[config.mk]
export PLATFORM = sky130hd
export DESIGN_NAME = pc_fetch_control
export DESIGN_NICKNAME = d
export VERILOG_FILES = /design/src/rtl/pc_fetch_control.sv
export SDC_FILE = /design/constraint.sdc
export NUM_CORES = 1
export LEC_CHECK = 0
export ABC_CLOCK_PERIOD_IN_PS = 3500
export CAP_MARGIN = 10
export CORE_MARGIN = 1.5
export CORE_UTILIZATION = 30
export DETAILED_ROUTE_END_ITERATION = 8
export DONT_BUFFER_PORTS = 1
export PLACE_DENSITY = 0.55
export RECOVER_POWER = 100
export SETUP_SLACK_MARGIN = 0.02
export SLEW_MARGIN = 10
export SYNTH_ARGS = -nofsm -noshare
export SYNTH_HDL_FRONTEND = slang
export SYNTH_SLANG_ARGS = --single-unit
[constraint.sdc]
create_clock -name clk -period 3.5 [get_ports clk]
set_input_delay 0.525 -clock clk [delete_from_list [all_inputs] [get_ports clk]]
set_output_delay 0.525 -clock clk [all_outputs]
set_load 0.03 [all_outputs]
[src/rtl/pc_fetch_control.sv]
// Program-counter register and fetch sequencer: selects the next PC, runs the
// instruction-memory req/ack handshake and tags fetched words valid or squashed.
module pc_fetch_control #(
    parameter int unsigned            WIDTH    = 32,
    parameter logic [WIDTH-1:0]       RESET_PC = '0
) (
    input  logic             clk,
    input  logic             reset,
    output logic [WIDTH-1:0] pc,
    input  logic [WIDTH-1:0] pc_plus1,
    input  logic             branch_taken,
    input  logic [WIDTH-1:0] branch_target,
    input  logic             jump,
    input  logic [WIDTH-1:0] jump_target,
    input  logic             stall,
    input  logic             halt,
    output logic             imem_req,
    output logic [WIDTH-1:0] imem_addr,
    input  logic             imem_ack,
    output logic             instr_valid,
    output logic [WIDTH-1:0] fetch_pc,
    output logic             halted
);

    typedef enum logic [1:0] {
        IDLE   = 2'd0,
        FETCH  = 2'd1,
        HALTED = 2'd2
    } state_t;

    state_t           state, state_nx;
    logic [WIDTH-1:0] pc_nx;
    logic             redir_pend, redir_pend_nx;
    logic [WIDTH-1:0] redir_pc, redir_pc_nx;
    logic [WIDTH-1:0] fetch_pc_nx;
    logic             instr_valid_nx;

    logic             redir_now;
    logic [WIDTH-1:0] redir_tgt;

    // Jump has priority over a taken branch.
    assign redir_now = jump | branch_taken;
    assign redir_tgt = jump ? jump_target : branch_target;

    // Handshake and status outputs decode directly from the state register.
    assign imem_req  = (state == FETCH);
    assign halted    = (state == HALTED);
    assign imem_addr = pc;

    always_ff @(posedge clk) begin
        if (reset) begin
            state       <= IDLE;
            pc          <= RESET_PC;
            redir_pend  <= 1'b0;
            redir_pc    <= '0;
            fetch_pc    <= '0;
            instr_valid <= 1'b0;
        end else begin
            state       <= state_nx;
            pc          <= pc_nx;
            redir_pend  <= redir_pend_nx;
            redir_pc    <= redir_pc_nx;
            fetch_pc    <= fetch_pc_nx;
            instr_valid <= instr_valid_nx;
        end
    end

    always_comb begin
        state_nx       = state;
        pc_nx          = pc;
        redir_pend_nx  = redir_pend;
        redir_pc_nx    = redir_pc;
        fetch_pc_nx    = fetch_pc;
        instr_valid_nx = 1'b0;

        case (state)
            IDLE: begin
                if (halt) begin
                    state_nx = HALTED;
                end else if (redir_now) begin
                    pc_nx = redir_tgt;
                    if (!stall) begin
                        state_nx = FETCH;
                    end
                end else if (!stall) begin
                    state_nx = FETCH;
                end
            end

            FETCH: begin
                if (imem_ack) begin
                    fetch_pc_nx    = pc;
                    // A redirect seen during this fetch means the word is wrong-path.
                    instr_valid_nx = ~(redir_pend | redir_now);
                    redir_pend_nx  = 1'b0;
                    if (redir_now) begin
                        pc_nx = redir_tgt;
                    end else if (redir_pend) begin
                        pc_nx = redir_pc;
                    end else begin
                        pc_nx = pc_plus1;
                    end
                    if (halt) begin
                        state_nx = HALTED;
                    end else if (stall) begin
                        state_nx = IDLE;
                    end
                end else if (redir_now) begin
                    // Address must stay stable until ack, so park the redirect.
                    redir_pend_nx = 1'b1;
                    redir_pc_nx   = redir_tgt;
                end
            end

            HALTED: begin
                state_nx = HALTED;
            end

            default: begin
                state_nx = IDLE;
            end
        endcase
    end

endmodule

==> results of run 1 <==
[worst reg2reg max path, delay by kind of cell, from the launching register on]
family | cells | cell delay (ps)
AO/OA/AOI/OAI | 1 | 210
buffers and inverters | 1 | 1330
flip-flops | 1 | 520
AND/OR/NAND/NOR | 2 | 380
[flip-flops by register name, summed over array words and instances (netlist names)]
signal,cells
state,2
instr_valid,1
redir_pc,32
imem_addr,32
fetch_pc,32
redir_pend,1
[report_power, final]
group          switching [W]  total, W  internal [W]
sequential          0.000165   0.00134       0.00118
clock               0.000435   0.00101      0.000577
combinational       0.000147  0.000260      0.000112
[layout make-up]
class,instances,area [um2]
sequential,100,2000
multi-input combinational,341,2500
tap,225,282
inverter,35,131
clock buffer,13,250
clock inverter,3,46.3
fill,1822,12100
timing repair buffer,5,33.8
[kinds of logic after synthesis]
group                  count (synthesis)
buffers and inverters                126
multiplexers                          96
AO/OA/AOI/OAI                        101
AND/OR/NAND/NOR                      144
flip-flops                           100
[through the flow]
step           utilization [%]  power, W
2_1_floorplan                -   0.00166
3_3_place_gp              29.5   0.00166
3_5_place_dp              29.5   0.00166
4_1_cts                   31.2   0.00269
5_1_grt                   30.2   0.00273
6_report                  30.2   0.00261
[worst max-delay path by stage]
| stage | start | to | slack (ps) | cells past startpoint |
|---|---|---|---|---|
| final | state[0] | imem_req | 750 | 2 |
| after global routing | state[0] | imem_req | 610 | 2 |
| after CTS | state[0] | imem_req | 740 | 2 |
| after detailed placement | jump | imem_addr[5] | 1060 | 3 |
| after global placement | jump | imem_addr[22] | 1150 | 3 |
| after floorplan | jump | imem_addr[0] | 1760 | 6 |
[synthesized netlist by cell type]
library cell / instances / share of area (%)
o21ai_0: 1 / 0.094
clkinv_1: 1 / 0.070
o32ai_2: 30 / 9.1
and3b_1: 1 / 0.16
nor2b_1: 1 / 0.12
nor3_1: 33 / 3.1
buf_4: 32 / 4.5
mux2i_1: 32 / 6.0
dfxtp_1: 100 / 37
nand2_1: 64 / 4.5
o32ai_1: 2 / 0.33
nand3b_1: 1 / 0.14
or2_1: 2 / 0.23
inv_1: 33 / 2.3
a21oi_1: 34 / 3.2
nand2b_1: 1 / 0.12
nor3b_1: 1 / 0.14
clkbuf_1: 36 / 2.5
nor4b_4: 1 / 0.45
a31oi_1: 32 / 3.7
a22oi_2: 1 / 0.23
inv_2: 1 / 0.070
mux2_2: 64 / 13
a311o_4: 1 / 0.37
nor2_1: 6 / 0.42
buf_6: 9 / 1.9
buf_2: 14 / 1.3
nor4_1: 33 / 3.9
[metal layers]
layer	global-route usage [%]	routed length, um	vias to the layer above
met5	0	0	-
met4	7.57	336	0
met3	4.25	1080	18
met2	27.1	7180	192
met1	20.4	6710	1922
li1	-	-	1870
==> impl_metrics.env, run 1 <==
export IMPL_outcome="finished with violations"
export IMPL_placed_cell_area_um2=5130
export IMPL_grt_pass1_wl_um=23200
export IMPL_r2r_end="fetch_pc[1]"
export IMPL_critPathSlowestCell="inv_2"
export IMPL_grt_max_degree=70
export IMPL_post_cts_resized=0
export IMPL_wl_per_cell_um=21.2
export IMPL_layout_cells_non_filler=722
export IMPL_dr_first_iter_drc_count=143
export IMPL_p_leak_nw=1.52
export IMPL_syn_avg_cell_area_um2=9.42
export IMPL_crit_family="buffers and inverters"
export IMPL_dp_hpwl_um=9830
export IMPL_cpPeakStageDelay_ps=810
export IMPL_holdPathEnd="fetch_pc[26]"
export IMPL_ir_worst_vdd_uv=275
export IMPL_grt_pass1_vias=4120
export IMPL_dp_cells=706
export IMPL_maxSlewViolCount=68
export IMPL_cts_htree_levels=3
export IMPL_final_nets=595
export IMPL_area_growth_synth_to_final_pct=-1.78
export IMPL_post_cts_setup_buffer_count=0
export IMPL_cts_made_buffers=9
export IMPL_gp_congestion=0.761
export IMPL_hold_path_startpoint="reset"
export IMPL_io_pins=202
export IMPL_finalWorstSetupSlack_ps=754
export IMPL_grt_total_usage_pct=16.6
export IMPL_crit_fanout=34
export IMPL_clock_latency_ps=350
export IMPL_final_area_um2=5250
export IMPL_dieArea_um2=18600
export IMPL_netlist_area_um2=5340
export IMPL_r2r_setup_slack_ps=970
export IMPL_start_util_pct=30.8
export IMPL_crit_chain="nand2b_2, inv_2"
export IMPL_synth_xor_area_share_pct=0
export IMPL_core_um2=17400
export IMPL_core_rowCount=48
export IMPL_synthDistinctLibCells=28
export IMPL_ys_seq_area_share_pct=37.5
export IMPL_worstMarginPinSlew_ps=1830
export IMPL_synthCells=567
export IMPL_arrival_ps=2220
export IMPL_gr_total_overflow=0
export IMPL_relSlewSlack_pct=-22.3
export IMPL_cts_hold_buf=0
export IMPL_port_buffers=0
export IMPL_cp_end_kind="output port"
export IMPL_synth_compound_area_share_pct=17.1
export IMPL_chipWidth_um=136
export IMPL_rsz0062_at_grt="no"
export IMPL_layout_common_cells="dfxtp_1, nand2_1, mux2_2, a21oi_1"
export IMPL_path_class="reg -> out"
export IMPL_wl_um=15300
export IMPL_preCtsSetupSlack_ps=1060
export IMPL_violations="max-capacitance violations, max-slew violations"
export IMPL_reg2regPathDepth=4
export IMPL_synthMuxAreaShare_pct=19.5
export IMPL_viasPerCell=5.54
export IMPL_start_kind="register"
export IMPL_synthesis_nets=670
export IMPL_clock_sinks=100
export IMPL_dr_total_vias=4002
export IMPL_p_per_area_nw_per_um2=498
export IMPL_cts_root_buf="clkbuf_16"
export IMPL_layout_commonest_cell="dfxtp_1"
export IMPL_die_height_um=136
export IMPL_dr_pass1_iters=4
export IMPL_cts_tree="done"
export IMPL_required_ps=2970
export IMPL_layout_drive_gt1_share_pct=19.5
export IMPL_whs_path_depth=1
export IMPL_hold_violations=0
export IMPL_antenna_cells=0
export IMPL_finalCritPeriodShare_pct=78.5
export IMPL_postRouteAntennaNets=0
export IMPL_clkSlewWorstSetupHoldPaths_ps=70
export IMPL_synthSimpleGateAreaFrac_pct=13.2
export IMPL_critPathBufInv=1
export IMPL_synth_top_family_by_area="multiplexers"
export IMPL_r2r_start="state[0]"
export IMPL_holdWs_ps=253
export IMPL_finalSetupTns_ps=0
export IMPL_fin_skew_ps=8.72
export IMPL_setup_violations=0
export IMPL_ys_warn_count=0
export IMPL_ys_ff_latch=100
export IMPL_clockBufferDepth=2
export IMPL_drc=0
export IMPL_drv_cap=2
export IMPL_fmax_mhz=364
export IMPL_antenna_found_initial=0
export IMPL_synthAdderAreaFrac_pct=0
export IMPL_hold_path_class="in -> reg"
export IMPL_fin_crit_ps=2750
Note: power is estimated with default switching activity, not from simulation.
==> run 2: changes to the inputs <==
- ABC_CLOCK_PERIOD_IN_PS: 3500 -> 2700
- clock period: 3.5 -> 2.7 ns (I/O delays scaled with it)
==> run 2 against run 1 <==
- the run still ends with max-capacitance violations, max-slew violations left
- global-route usage is 0.27 points lower
- combinational power is 38% higher
- sequential power is 30% higher
- clock-buffer cell count is 1 lower
- clock skew is 3.2 ps lower
- sequential share of layout area is 0.90 points lower
- via count is 0.27% lower
==> impl_metrics.env, run 2 (synthesized netlist as in run 1, its figures left out) <==
export IMPL_fmax_mhz=424
export IMPL_hold_path_class="in -> reg"
export IMPL_layout_drive_gt1_share_pct=23.0
export IMPL_fill_cells=1773
export IMPL_clock_sinks=100
export IMPL_hold_violations=0
export IMPL_drv_cap=1
export IMPL_gp_congestion=0.746
export IMPL_cts_tree="done"
export IMPL_p_per_area_nw_per_um2=644
export IMPL_cts_htree_levels=3
export IMPL_required_ps=2900
export IMPL_postRouteAntennaNets=0
export IMPL_cp_end_kind="register"
export IMPL_crit_fanout=34
export IMPL_grt_max_degree=70
export IMPL_arrival_ps=2560
export IMPL_finalSetupTns_ps=0
export IMPL_area_growth_synth_to_final_pct=0.539
export IMPL_finalWorstSetupSlack_ps=339
export IMPL_rsz0062_at_grt="no"
export IMPL_post_cts_setup_buffer_count=0
export IMPL_gr_total_overflow=0
export IMPL_fin_skew_ps=5.51
export IMPL_finalCritPeriodShare_pct=87.5
export IMPL_switching_share_pct=29.1
export IMPL_grt_pass1_vias=3910
export IMPL_start_kind="register"
export IMPL_dieArea_um2=18600
export IMPL_dp_hpwl_um=9910
export IMPL_viasPerCell=5.49
export IMPL_io_pins=202
export IMPL_grt_total_usage_pct=16.3
export IMPL_final_nets=599
export IMPL_violations="max-capacitance violations, max-slew violations"
export IMPL_drc=0
export IMPL_total_power_w=0.00346
export IMPL_ir_worst_vdd_uv=269
export IMPL_layout_common_cells="dfxtp_1, nand2_1, mux2_2, a21oi_1"
export IMPL_preCtsSetupSlack_ps=460
export IMPL_dr_total_vias=3991
export IMPL_cts_hold_buf=0
export IMPL_clockBufferDepth=2
export IMPL_setup_violations=0
export IMPL_core_um2=17400
export IMPL_clkSlewWorstSetupHoldPaths_ps=70
export IMPL_p_seq_share_pct=50.5
export IMPL_fin_crit_ps=2360
export IMPL_core_rowCount=48
export IMPL_dr_first_iter_drc_count=183
export IMPL_power_switching_w=0.00101
export IMPL_r2r_start="redir_pend"
export IMPL_fin_util_pct=30.9
export IMPL_hold_path_startpoint="reset"
export IMPL_cell_internal_pwr_w=0.00245
export IMPL_clock_latency_ps=350
export IMPL_cts_made_buffers=9
export IMPL_grt_pass1_wl_um=22600
export IMPL_power_share_combinational_pct=10.3
export IMPL_p_clk_share_pct=39.2
export IMPL_start_util_pct=30.8
export IMPL_p_leak_nw=1.57
export IMPL_dr_pass1_iters=6
export IMPL_relSlewSlack_pct=-6.61
export IMPL_port_buffers=0
export IMPL_worstMarginPinSlew_ps=1600
export IMPL_crit_path_start="redir_pend"
export IMPL_antenna_found_initial=0
export IMPL_wl_um=15300
export IMPL_layout_commonest_cell="dfxtp_1"
export IMPL_die_height_um=136
export IMPL_wl_per_cell_um=21.0
export IMPL_maxSlewViolCount=35
export IMPL_post_cts_resized=0
export IMPL_chipWidth_um=136
export IMPL_cts_root_buf="clkbuf_16"
export IMPL_outcome="finished with violations"
export IMPL_path_class="reg -> reg"
## run 2: cell count changes in the layout (fill, tap and decap cells not counted), moves of 2 or more
cell      before  now
clkbuf_2       0    2
clkinv_2       0    2
o32ai_1       25   13
o32ai_2        7   19
buf_4          4    6
clkbuf_1       4    2
## run 2: per-layer routing
layer	global-route usage, %	wire length [um]	vias up
met5	0	0	-
met3	5.07	1040	19
li1	-	-	1866
met1	20.0	6680	1951
met2	26.3	7250	155
met4	6.97	300	0
## run 2: final cells by class
type	instances	area [um2]	area share [%]
Timing Repair Buffer	9	58.8	1.10
Multi-Input combinational cell	341	2590	48.2
Clock buffer	12	256	4.78
Clock inverter	4	47.5	0.885
Antenna cell	1	2.50	0.0466
Sequential cell	100	2000	37.3
Tap cell	225	282	5.24
Inverter	35	131	2.45
## run 2: final timing paths
path,endpoint,slack [ps],depth (start not counted)
max,imem_addr[24],340,3
min,fetch_pc[25],110,1
min reg2reg,redir_pc[27],540,2
max reg2reg,imem_addr[24],340,3
## run 2: power groups by stage
| stage | clock (W) | sequential, W | combinational [W] |
|---|---|---|---|
| 5_1_grt | 0.00145 | 0.00176 | 0.000387 |
| 3_5_place_dp | 0 | 0.00178 | 0.000379 |
| 2_1_floorplan | 0 | 0.00167 | 0.000482 |
| 6_report | 0.00136 | 0.00174 | 0.000358 |
| 4_1_cts | 0.00139 | 0.00175 | 0.000380 |
| 3_3_place_gp | 0 | 0.00178 | 0.000370 |
## run 2: per-stage QoR
stage	hold slack (ps)	instance area [um2]	instances
2_1_floorplan	513	5340	567
3_3_place_gp	482	5160	710
3_5_place_dp	485	5160	710
4_1_cts	103	5460	726
5_1_grt	96.5	5370	726
6_report	113	5370	727
## run 2: worst max-delay path, cell delays in order (launching register included)
cell and delay, ps:
dfxtp_1 1390, mux2_2 430, mux2i_1 270, o32ai_2 110
==> run 3: changes to the inputs <==
- CAP_MARGIN: 10 -> 20
- CELL_PAD_IN_SITES_DETAIL_PLACEMENT: default -> 2
- CELL_PAD_IN_SITES_GLOBAL_PLACEMENT: default -> 2
- PLACE_DENSITY: 0.55 -> 0.78
==> run 3 against run 2 <==
- power rose by 4.6%
- largest power group unchanged
- worst hold slack better by 8.8 ps
- the run now ends clean
- via count is 2.9% higher
- critical path type unchanged
==> impl_metrics.env, run 3 (synthesized netlist as in run 1, its figures left out) <==
export IMPL_outcome="finished clean"
export IMPL_path_class="reg -> reg"
export IMPL_cp_end_kind="register"
export IMPL_cpPeakStageDelay_ps=860
export IMPL_critPathCapture="imem_addr[17]"
export IMPL_clock_latency_ps=350
export IMPL_antenna_found_initial=0
export IMPL_relSlewSlack_pct=29.1
export IMPL_r2r_end="imem_addr[17]"
export IMPL_die_height_um=136
export IMPL_layout_common_cells="dfxtp_1, nand2_1, mux2_2, a21oi_1"
export IMPL_layout_drive_gt1_share_pct=22.4
export IMPL_start_kind="register"
export IMPL_clkSlewWorstSetupHoldPaths_ps=70
export IMPL_dr_total_vias=4108
export IMPL_area_growth_synth_to_final_pct=0.773
export IMPL_chipWidth_um=136
export IMPL_grt_pass1_wl_um=26200
export IMPL_cts_tree="done"
export IMPL_cts_hold_buf=0
export IMPL_crit_path_start="state[1]"
export IMPL_grt_total_usage_pct=18.7
export IMPL_hold_path_class="in -> reg"
export IMPL_post_cts_setup_buffer_count=0
export IMPL_total_power_w=0.00362
export IMPL_final_nets=599
export IMPL_finalCritPeriodShare_pct=76.6
export IMPL_start_util_pct=30.8
export IMPL_crit_fanout=18
export IMPL_fin_crit_ps=2070
export IMPL_reg2regPathDepth=3
export IMPL_hold_violations=0
export IMPL_worstMarginPinSlew_ps=1060
export IMPL_post_cts_resized=0
export IMPL_core_rowCount=48
export IMPL_io_pins=202
export IMPL_fin_skew_ps=8.38
export IMPL_critPathSlowestCell="or2_1"
export IMPL_dp_hpwl_um=11300
export IMPL_cts_made_buffers=9
export IMPL_gp_congestion=0.772
export IMPL_fmax_mhz=484
export IMPL_clock_sinks=100
export IMPL_maxSlewViolCount=0
export IMPL_p_leak_nw=1.58
export IMPL_grt_pass1_vias=4598
export IMPL_r2r_setup_slack_ps=630
export IMPL_cts_root_buf="clkbuf_16"
export IMPL_gr_total_overflow=0
export IMPL_postRouteAntennaNets=0
export IMPL_drv_cap=0
export IMPL_wl_per_cell_um=24.1
export IMPL_wl_um=17500
export IMPL_crit_chain="or2_1, buf_4, o32ai_1"
export IMPL_grt_max_degree=70
export IMPL_layout_commonest_cell="dfxtp_1"
export IMPL_antenna_cells=0
export IMPL_core_um2=17400
export IMPL_dr_first_iter_drc_count=131
export IMPL_r2r_start="state[1]"
export IMPL_dr_pass1_iters=4
export IMPL_arrival_ps=2260
export IMPL_rsz0062_at_grt="no"
export IMPL_dp_cells=710
export IMPL_viasPerCell=5.66
export IMPL_ir_worst_vdd_uv=312
export IMPL_clockBufferDepth=2
export IMPL_dieArea_um2=18600
export IMPL_finalSetupTns_ps=0
export IMPL_layout_cells_non_filler=726
export IMPL_cts_htree_levels=3
export IMPL_p_per_area_nw_per_um2=672
export IMPL_port_buffers=0
export IMPL_required_ps=2890
export IMPL_drc=0
export IMPL_setup_violations=0
-- run 3: changes by cell type in the layout (fill, tap and decap cells not counted), sizes merged --
cell / previous run / this run
clkinv: 3 / 4
clkbuf: 15 / 13
diode: 1 / 0
bufinv: 1 / 3
clkinvlp: 1 / 0
-- run 3: final cells by class --
| class | instances | area (um2) |
|---|---|---|
| Clock buffer | 10 | 229 |
| Sequential cell | 100 | 2000 |
| Fill cell | 1908 | 12000 |
| Timing Repair Buffer | 9 | 58.8 |
| Tap cell | 225 | 282 |
| Inverter | 35 | 131 |
| Clock inverter | 6 | 113 |
| Multi-Input combinational cell | 341 | 2570 |
-- run 3: worst min-delay path by stage --
stage                           start           end  slack (ps)  cells past startpoint
after floorplan           redir_pc[0]   redir_pc[0]         510                      2
after global placement          reset  fetch_pc[31]         480                      1
after detailed placement        reset  fetch_pc[25]         490                      1
after CTS                       reset  fetch_pc[25]         110                      1
after global routing            reset  fetch_pc[25]         100                      1
final                           reset  fetch_pc[26]         120                      1
-- run 3: stage by stage --
step	hold slack, ps	setup slack (ps)	area, um2	util, %
final	122	633	5380	31.0
after global placement	484	858	5160	29.7
after detailed placement	489	715	5160	29.7
after CTS	106	638	5500	31.7
after global routing	98.0	476	5380	31.0
after floorplan	513	1080	5340	-
-- run 3: metal layers --
layer,vias up,share of wire (%),GRT usage [%]
li1,1863,-,-
met3,12,6.7,5.48
met1,2090,42,21.7
met2,143,50,33.4
met5,-,0,0
met4,0,1.0,5.02
-- run 3: worst max-delay path, delay by kind of cell, from the launching register on --
family	cells	cell delay (ps)
and+or+nand+nor	1	860
DFF	1	460
buffers and inverters	1	430
AOI/OAI and AO/OA	1	150
-- run 3: report_power, final --
part / switching, W / total (W) / internal, W / leakage, nW
combinational: 0.000215 / 0.000372 / 0.000156 / 0.606
sequential: 0.000217 / 0.00174 / 0.00153 / 0.812
clock: 0.000593 / 0.00150 / 0.000909 / 0.167
